$ cat src/rtl/time_set_ctrl_if.sv
// Load/key interface between the time-setting controller and its surroundings.
// Carries raw keys, live BCD time in, and Status/preset/blink out.
interface time_set_ctrl_if;
    logic       key_mode_n;
    logic       key_up_n;
    logic [7:0] curHour;
    logic [7:0] curMin;
    logic [3:0] Status;
    logic [7:0] newHour;
    logic [7:0] newMin;
    logic       blink;

    modport master (
        output key_mode_n, key_up_n, curHour, curMin,
        input  Status, newHour, newMin, blink
    );

    modport slave (
        input  key_mode_n, key_up_n, curHour, curMin,
        output Status, newHour, newMin, blink
    );
endinterface

$ cat src/rtl/time_set_ctrl.sv
// Button-driven time-setting controller: debounced mode/up keys step a
// RUN -> SET_HOUR -> SET_MIN cycle and edit BCD presets for the counters.
//
// state    | meaning
// RUN      | clock running, presets held, blink off
// SET_HOUR | editing newHour, loaded by the hour counter
// SET_MIN  | editing newMin, loaded by the minute counter
module time_set_ctrl #(
    parameter int DEB_CYCLES = 20,
    parameter int BLINK_HALF = 6_000_000
) (
    input  logic              clk,
    input  logic              nCR,
    time_set_ctrl_if.slave    bus
);
    localparam int DW = $clog2(DEB_CYCLES + 1);
    localparam int BW = $clog2(BLINK_HALF + 1);

    typedef enum logic [1:0] {
        RUN      = 2'd0,
        SET_HOUR = 2'd1,
        SET_MIN  = 2'd2
    } state_t;

    state_t          state, state_nx;
    logic [7:0]      hour, hour_nx, min, min_nx;
    logic            blink, blink_nx;
    logic [BW-1:0]   bcnt, bcnt_nx;

    // index 0 = mode key, index 1 = up key
    logic [1:0]      sync1, sync2, deb, press;
    logic [DW-1:0]   dcnt [2];

    always_ff @(posedge clk or negedge nCR) begin
        if (!nCR) begin
            sync1 <= '1;
            sync2 <= '1;
            deb   <= '1;
            press <= '0;
            for (int i = 0; i < 2; i++) dcnt[i] <= '0;
        end else begin
            sync1 <= {bus.key_up_n, bus.key_mode_n};
            sync2 <= sync1;
            press <= '0;
            for (int i = 0; i < 2; i++) begin
                if (sync2[i] == deb[i]) begin
                    dcnt[i] <= '0;
                end else if (dcnt[i] == DW'(DEB_CYCLES - 1)) begin
                    deb[i]   <= sync2[i];
                    dcnt[i]  <= '0;
                    press[i] <= ~sync2[i];
                end else begin
                    dcnt[i] <= dcnt[i] + 1'b1;
                end
            end
        end
    end

    function automatic logic [7:0] bcd_inc(input logic [7:0] v, input logic [7:0] top);
        if (v == top)            return 8'h00;
        else if (v[3:0] == 4'd9) return {4'(v[7:4] + 4'd1), 4'h0};
        else                     return {v[7:4], 4'(v[3:0] + 4'd1)};
    endfunction

    function automatic logic hour_ok(input logic [7:0] v);
        return (v[3:0] <= 4'd9) && ((v[7:4] < 4'd2) || (v[7:4] == 4'd2 && v[3:0] <= 4'd3));
    endfunction

    function automatic logic min_ok(input logic [7:0] v);
        return (v[7:4] <= 4'd5) && (v[3:0] <= 4'd9);
    endfunction

    always_ff @(posedge clk or negedge nCR) begin
        if (!nCR) begin
            state <= RUN;
            hour  <= 8'h00;
            min   <= 8'h00;
            blink <= 1'b0;
            bcnt  <= '0;
        end else begin
            state <= state_nx;
            hour  <= hour_nx;
            min   <= min_nx;
            blink <= blink_nx;
            bcnt  <= bcnt_nx;
        end
    end

    always_comb begin
        state_nx = state;
        hour_nx  = hour;
        min_nx   = min;
        blink_nx = blink;
        bcnt_nx  = '0;
        // mode has priority; a simultaneous up pulse is dropped
        if (press[0]) begin
            blink_nx = 1'b1;
            case (state)
                RUN: begin
                    state_nx = SET_HOUR;
                    hour_nx  = hour_ok(bus.curHour) ? bus.curHour : 8'h00;
                    min_nx   = min_ok(bus.curMin)   ? bus.curMin  : 8'h00;
                end
                SET_HOUR: state_nx = SET_MIN;
                default: begin
                    state_nx = RUN;
                    blink_nx = 1'b0;
                end
            endcase
        end else if (state == RUN) begin
            blink_nx = 1'b0;
        end else if (press[1]) begin
            blink_nx = 1'b1;
            if (state == SET_HOUR) hour_nx = bcd_inc(hour, 8'h23);
            else                   min_nx  = bcd_inc(min, 8'h59);
        end else if (bcnt == BW'(BLINK_HALF - 1)) begin
            blink_nx = ~blink;
        end else begin
            bcnt_nx = bcnt + 1'b1;
        end
    end

    assign bus.Status  = {2'b00, state};
    assign bus.newHour = hour;
    assign bus.newMin  = min;
    assign bus.blink   = blink;
endmodule
$ cat src/flat_wrapper.sv
// flat-port wrapper written by rule: the top's interface ports become plain ports
module time_set_ctrl_flat 
#(
    parameter int DEB_CYCLES = 20,
    parameter int BLINK_HALF = 6_000_000
)
  (clk, nCR, bus_key_mode_n, bus_key_up_n, bus_curHour, bus_curMin, bus_Status, bus_newHour, bus_newMin, bus_blink);
  time_set_ctrl_if bus_i ();
  input  logic clk;
  input  logic nCR;
  input wire logic [$bits(bus_i.key_mode_n)-1:0] bus_key_mode_n;
  input wire logic [$bits(bus_i.key_up_n)-1:0] bus_key_up_n;
  input wire logic [$bits(bus_i.curHour)-1:0] bus_curHour;
  input wire logic [$bits(bus_i.curMin)-1:0] bus_curMin;
  output wire logic [$bits(bus_i.Status)-1:0] bus_Status;
  output wire logic [$bits(bus_i.newHour)-1:0] bus_newHour;
  output wire logic [$bits(bus_i.newMin)-1:0] bus_newMin;
  output wire logic [$bits(bus_i.blink)-1:0] bus_blink;
  assign bus_i.key_mode_n = bus_key_mode_n;
  assign bus_i.key_up_n = bus_key_up_n;
  assign bus_i.curHour = bus_curHour;
  assign bus_i.curMin = bus_curMin;
  assign bus_Status = bus_i.Status;
  assign bus_newHour = bus_i.newHour;
  assign bus_newMin = bus_i.newMin;
  assign bus_blink = bus_i.blink;
  time_set_ctrl #(.DEB_CYCLES(DEB_CYCLES), .BLINK_HALF(BLINK_HALF)) u_core (.clk(clk), .nCR(nCR), .bus(bus_i));
endmodule
$ cat config.mk
export PLATFORM = sky130hd
export DESIGN_NAME = time_set_ctrl_flat
export DESIGN_NICKNAME = d
export VERILOG_FILES = /design/src/rtl/time_set_ctrl_if.sv /design/src/rtl/time_set_ctrl.sv /design/src/flat_wrapper.sv
export SDC_FILE = /design/constraint.sdc
export NUM_CORES = 1
export LEC_CHECK = 0
export ABC_AREA = 1
export CAP_MARGIN = 20
export CORE_MARGIN = 1.5
export CORE_UTILIZATION = 50
export DETAILED_ROUTE_END_ITERATION = 8
export PLACE_DENSITY = 0.73
export RECOVER_POWER = 50
export SYNTH_ARGS = -nofsm -noshare
export SYNTH_HDL_FRONTEND = slang
export SYNTH_SLANG_ARGS = --single-unit
$ cat constraint.sdc
create_clock -name clk -period 1.65 [get_ports clk]
set_input_delay 0.2475 -clock clk [delete_from_list [all_inputs] [get_ports clk]]
set_output_delay 0.2475 -clock clk [all_outputs]
set_load 0.01 [all_outputs]
==> results.py <==
metrics = {
    "setup_path": {
        "end_kind": "output pin",
        "slowest_delay_ns": 0.57,
        "r2r-start": "u_core.bcnt[0]",
        "rr_worst_depth": 8,
        "critPathKind": "flip-flop to output pin",
        "required_ns": 1.40,
        "crit_arrival_ns": 1.36,
        "worst_path_dominant_cell_family": "buffers and inverters",
        "rrSetupSlack_ns": 0.11,
        "crit_buf_inv": 1,
        "startpoint_type": "flip-flop",
        "critPathSlowestCell": "clkdlybuf4s50_1",
        "crit_chain": "clkdlybuf4s50_1",
        "worstReg2RegEnd": "u_core.bcnt[20]",
        "cp_max_fo": 6,
    },
    "global_route": {
        "grt_max_degree": 31,
        "antenna_found_initial": 0,
        "grt_overflow": 0,
        "grtUsageTotal": 0.2026,
        "grt_pass1_vias": 2617,
        "grt_pass1_wl_mm": 11.45,
    },
    "yosys": {
        "synthFlopType": "dfrtp_1",
        "syn_inst": 405,
        "yosysSeqAreaShare": 0.4586,
        "async_flop_share": 1.000,
        "syn_area_per_cell_sq_um": 8.125,
        "synthesis.area_sq_mm": 0.003291,
        "synth_edf_count": 0,
        "yosys_warnings": 0,
        "yosys.cell_types.count": 33,
        "synth_seq_cells": 60,
    },
    "floorplan": {
        "initial_core_util": 0.5182,
        "die_h_um": 84.13,
        "core_sq_mm": 0.006350,
        "pin_count": 41,
        "design.die.area_sq_mm": 0.007077,
        "row_count": 29,
        "die_w_um": 84.13,
    },
    "timing": {
        "finalMaxSlewViolations": 0,
        "setup_violations": 0,
        "min_period_over_period": 0.9734,
        "worst_slew_margin_rel": 0.4947,
        "clock.fmax_mhz": 622.6,
        "worst_slew_pin_slew_ns": 0.7580,
        "whs_ns": 0.3488,
        "hold_viol": 0,
        "fin_skew_ns": 0.007185,
        "post-route-min-period_ns": 1.606,
    },
    "clock_tree": {
        "cts_root_buffer": "clkbuf_8",
        "path_clk_slew_ns": 0.07,
        "cts.sinks": 60,
        "cts_tree": "yes",
        "clk_latency_ns": 0.34,
        "clockBufferDepth": 2,
        "h-tree-depth": 3,
        "cts_buffers": 9,
        "post_cts_buffers": 0,
    },
    "placed_design": {
        "hpwl_mm": 4.699,
        "gp_congestion": 0.8663,
        "dp_cells": 523,
        "port_buffers": 38,
    },
    "min_path": {
        "min_path_cells": 0,
        "hold_start": "u_core.sync1[1]",
        "hold_path.class": "flip-flop to flip-flop",
        "holdPathEnd": "u_core.sync2[1]",
    },
    "detailed_routing": {
        "dr.pass1.iters": 4,
        "ant_nets": 0,
        "routed_wl_mm": 6.498,
        "vias": 2742,
        "routedWlPerCell_um": 12.03,
        "viasPerCell": 5.078,
        "drcViolationCount": 0,
        "first_iter_violations": 167,
    },
    "cells_and_area": {
        "layout-drive-gt1-share": 0.1317,
        "final_cell_mix": "nand2_1, nor2_1, dfrtp_1",
        "nets": 489,
        "layout_commonest_cell": "nand2_1",
        "insertedDiodeCount": 0,
        "fin_cells": 540,
        "area_delta_synth_final_pct": 22.24,
    },
    "power_and_ir_drop": {
        "p_int_w": 0.002406,
        "p_leak_nw": 1.815,
        "p_clk_frac": 0.475,
        "p_seq_frac": 0.485,
        "p_sw_frac": 0.2238,
        "switchingPower_w": 0.0006940,
        "ir_drop_mv": 0.6296,
        "combPwrFrac": 0.041,
        "power_density_mw_per_mm2": 770.8,
    },
    "outcome": {
        "outcome": "complete, no violations",
    },
    "flow_run": {
        "cap_violations": 0,
    },
}
## worst max path at each step
stage,from,endpoint,slack (ns),cells after the start
floorplan,u_core.bus.newMin[1],u_core.bus.newMin[7],0.26,11
global placement,bus_curMin[6],u_core.bus.newMin[5],0.16,8
detailed placement,u_core.bcnt[0],u_core.bcnt[17],0.12,8
CTS,u_core.bus.newHour[3],bus_newHour[3],0.002,1
global route,u_core.bcnt[0],u_core.bcnt[20],-0.03,8
finish,u_core.bus.newHour[2],bus_newHour[2],0.04,1
## stage by stage
step / instance area [sq um] / utilization / setup slack, ns / setup TNS [ns] / power (W)
6_report: 4023 / 0.6335 / 0.04390 / 0 / 0.003100
5_1_grt: 4023 / 0.6335 / -0.02640 / -0.02640 / 0.003224
4_1_cts: 4013 / 0.6319 / 0.001767 / 0 / 0.003155
3_5_place_dp: 3777 / 0.5949 / 0.1184 / 0 / 0.001659
3_3_place_gp: 3777 / 0.5949 / 0.1600 / 0 / 0.001655
2_1_floorplan: 3294 / - / 0.2640 / 0 / 0.001571
## final cells by class
| cell class | count | area (sq um) |
|---|---|---|
| Fill cell | 522 | 2327 |
| Multi-Input combinational cell | 298 | 1593 |
| Sequential cell | 60 | 1513 |
| Timing Repair Buffer | 46 | 434.2 |
| Inverter | 43 | 161.4 |
| Clock buffer | 9 | 123.9 |
| Clock inverter | 7 | 101.3 |
| Tap cell | 77 | 96.34 |
## sequential cells by signal, indices dropped and copies added, names as in the netlist
register,count
u_core.bcnt,23
u_core.bus.blink,1
u_core.bus.newHour,8
u_core.bus.newMin,8
u_core.dcnt,10
u_core.deb,2
u_core.press,2
u_core.state,2
u_core.sync1,2
u_core.sync2,2
## power groups by stage
stage          clock network, W  logic (W)  registers [W]
4_1_cts                 0.00152   0.000133        0.00150
3_3_place_gp                  0   0.000126        0.00153
3_5_place_dp                  0   0.000129        0.00153
6_report                0.00147   0.000126        0.00150
2_1_floorplan                 0  0.0000429        0.00153
5_1_grt                 0.00157   0.000145        0.00150
## metal layers
metal	track usage	vias up	wire length, um
met2	0.3156	61	2964
met5	0	-	0
met4	0.1103	0	107
met1	0.2677	1275	3128
li1	-	1396	-
met3	0.03858	10	297
## synthesized netlist by cell type, types with 2 or more instances
cell / instances / share of area
nand2_1: 92 / 0.10
nor2_2: 3 / 0.0057
o21ai_1: 2 / 0.0030
inv_2: 4 / 0.0046
nand4_1: 13 / 0.025
nor3_1: 7 / 0.011
buf_4: 4 / 0.0091
xor2_1: 16 / 0.043
nor2_4: 3 / 0.010
nand3_1: 29 / 0.044
ha_1: 11 / 0.042
inv_1: 39 / 0.044
a21oi_1: 3 / 0.0046
or2_2: 5 / 0.0095
xnor2_1: 9 / 0.024
nand3_2: 2 / 0.0061
dfrtp_1: 54 / 0.41
nand2_2: 3 / 0.0057
dfstp_2: 6 / 0.048
a31oi_1: 5 / 0.0095
o21ai_0: 14 / 0.021
nor2_1: 70 / 0.080
## logic make-up (layout without fill, tap and decap cells)
kind of cell	after synthesis	count (layout)	synth area share
and+or+nand+nor	233	233	0.3224
DFF	60	60	0.4586
buffers and inverters	48	105	0.06160
AOI/OAI and AO/OA	27	27	0.04791
other	1	2	0.001140
xor gates and xnor gates	25	25	0.06654
adders and majority gates	11	11	0.04182
## timing repair
| item | CTS | global route |
|---|---|---|
| hold buffers | 1 | 0 |
| endpoints found under the setup margin | 0 | 13 |
| resized for setup | 0 | 8 |
| hold endpoints to repair | 54 | 0 |
Power figures use the tool's default switching activity.
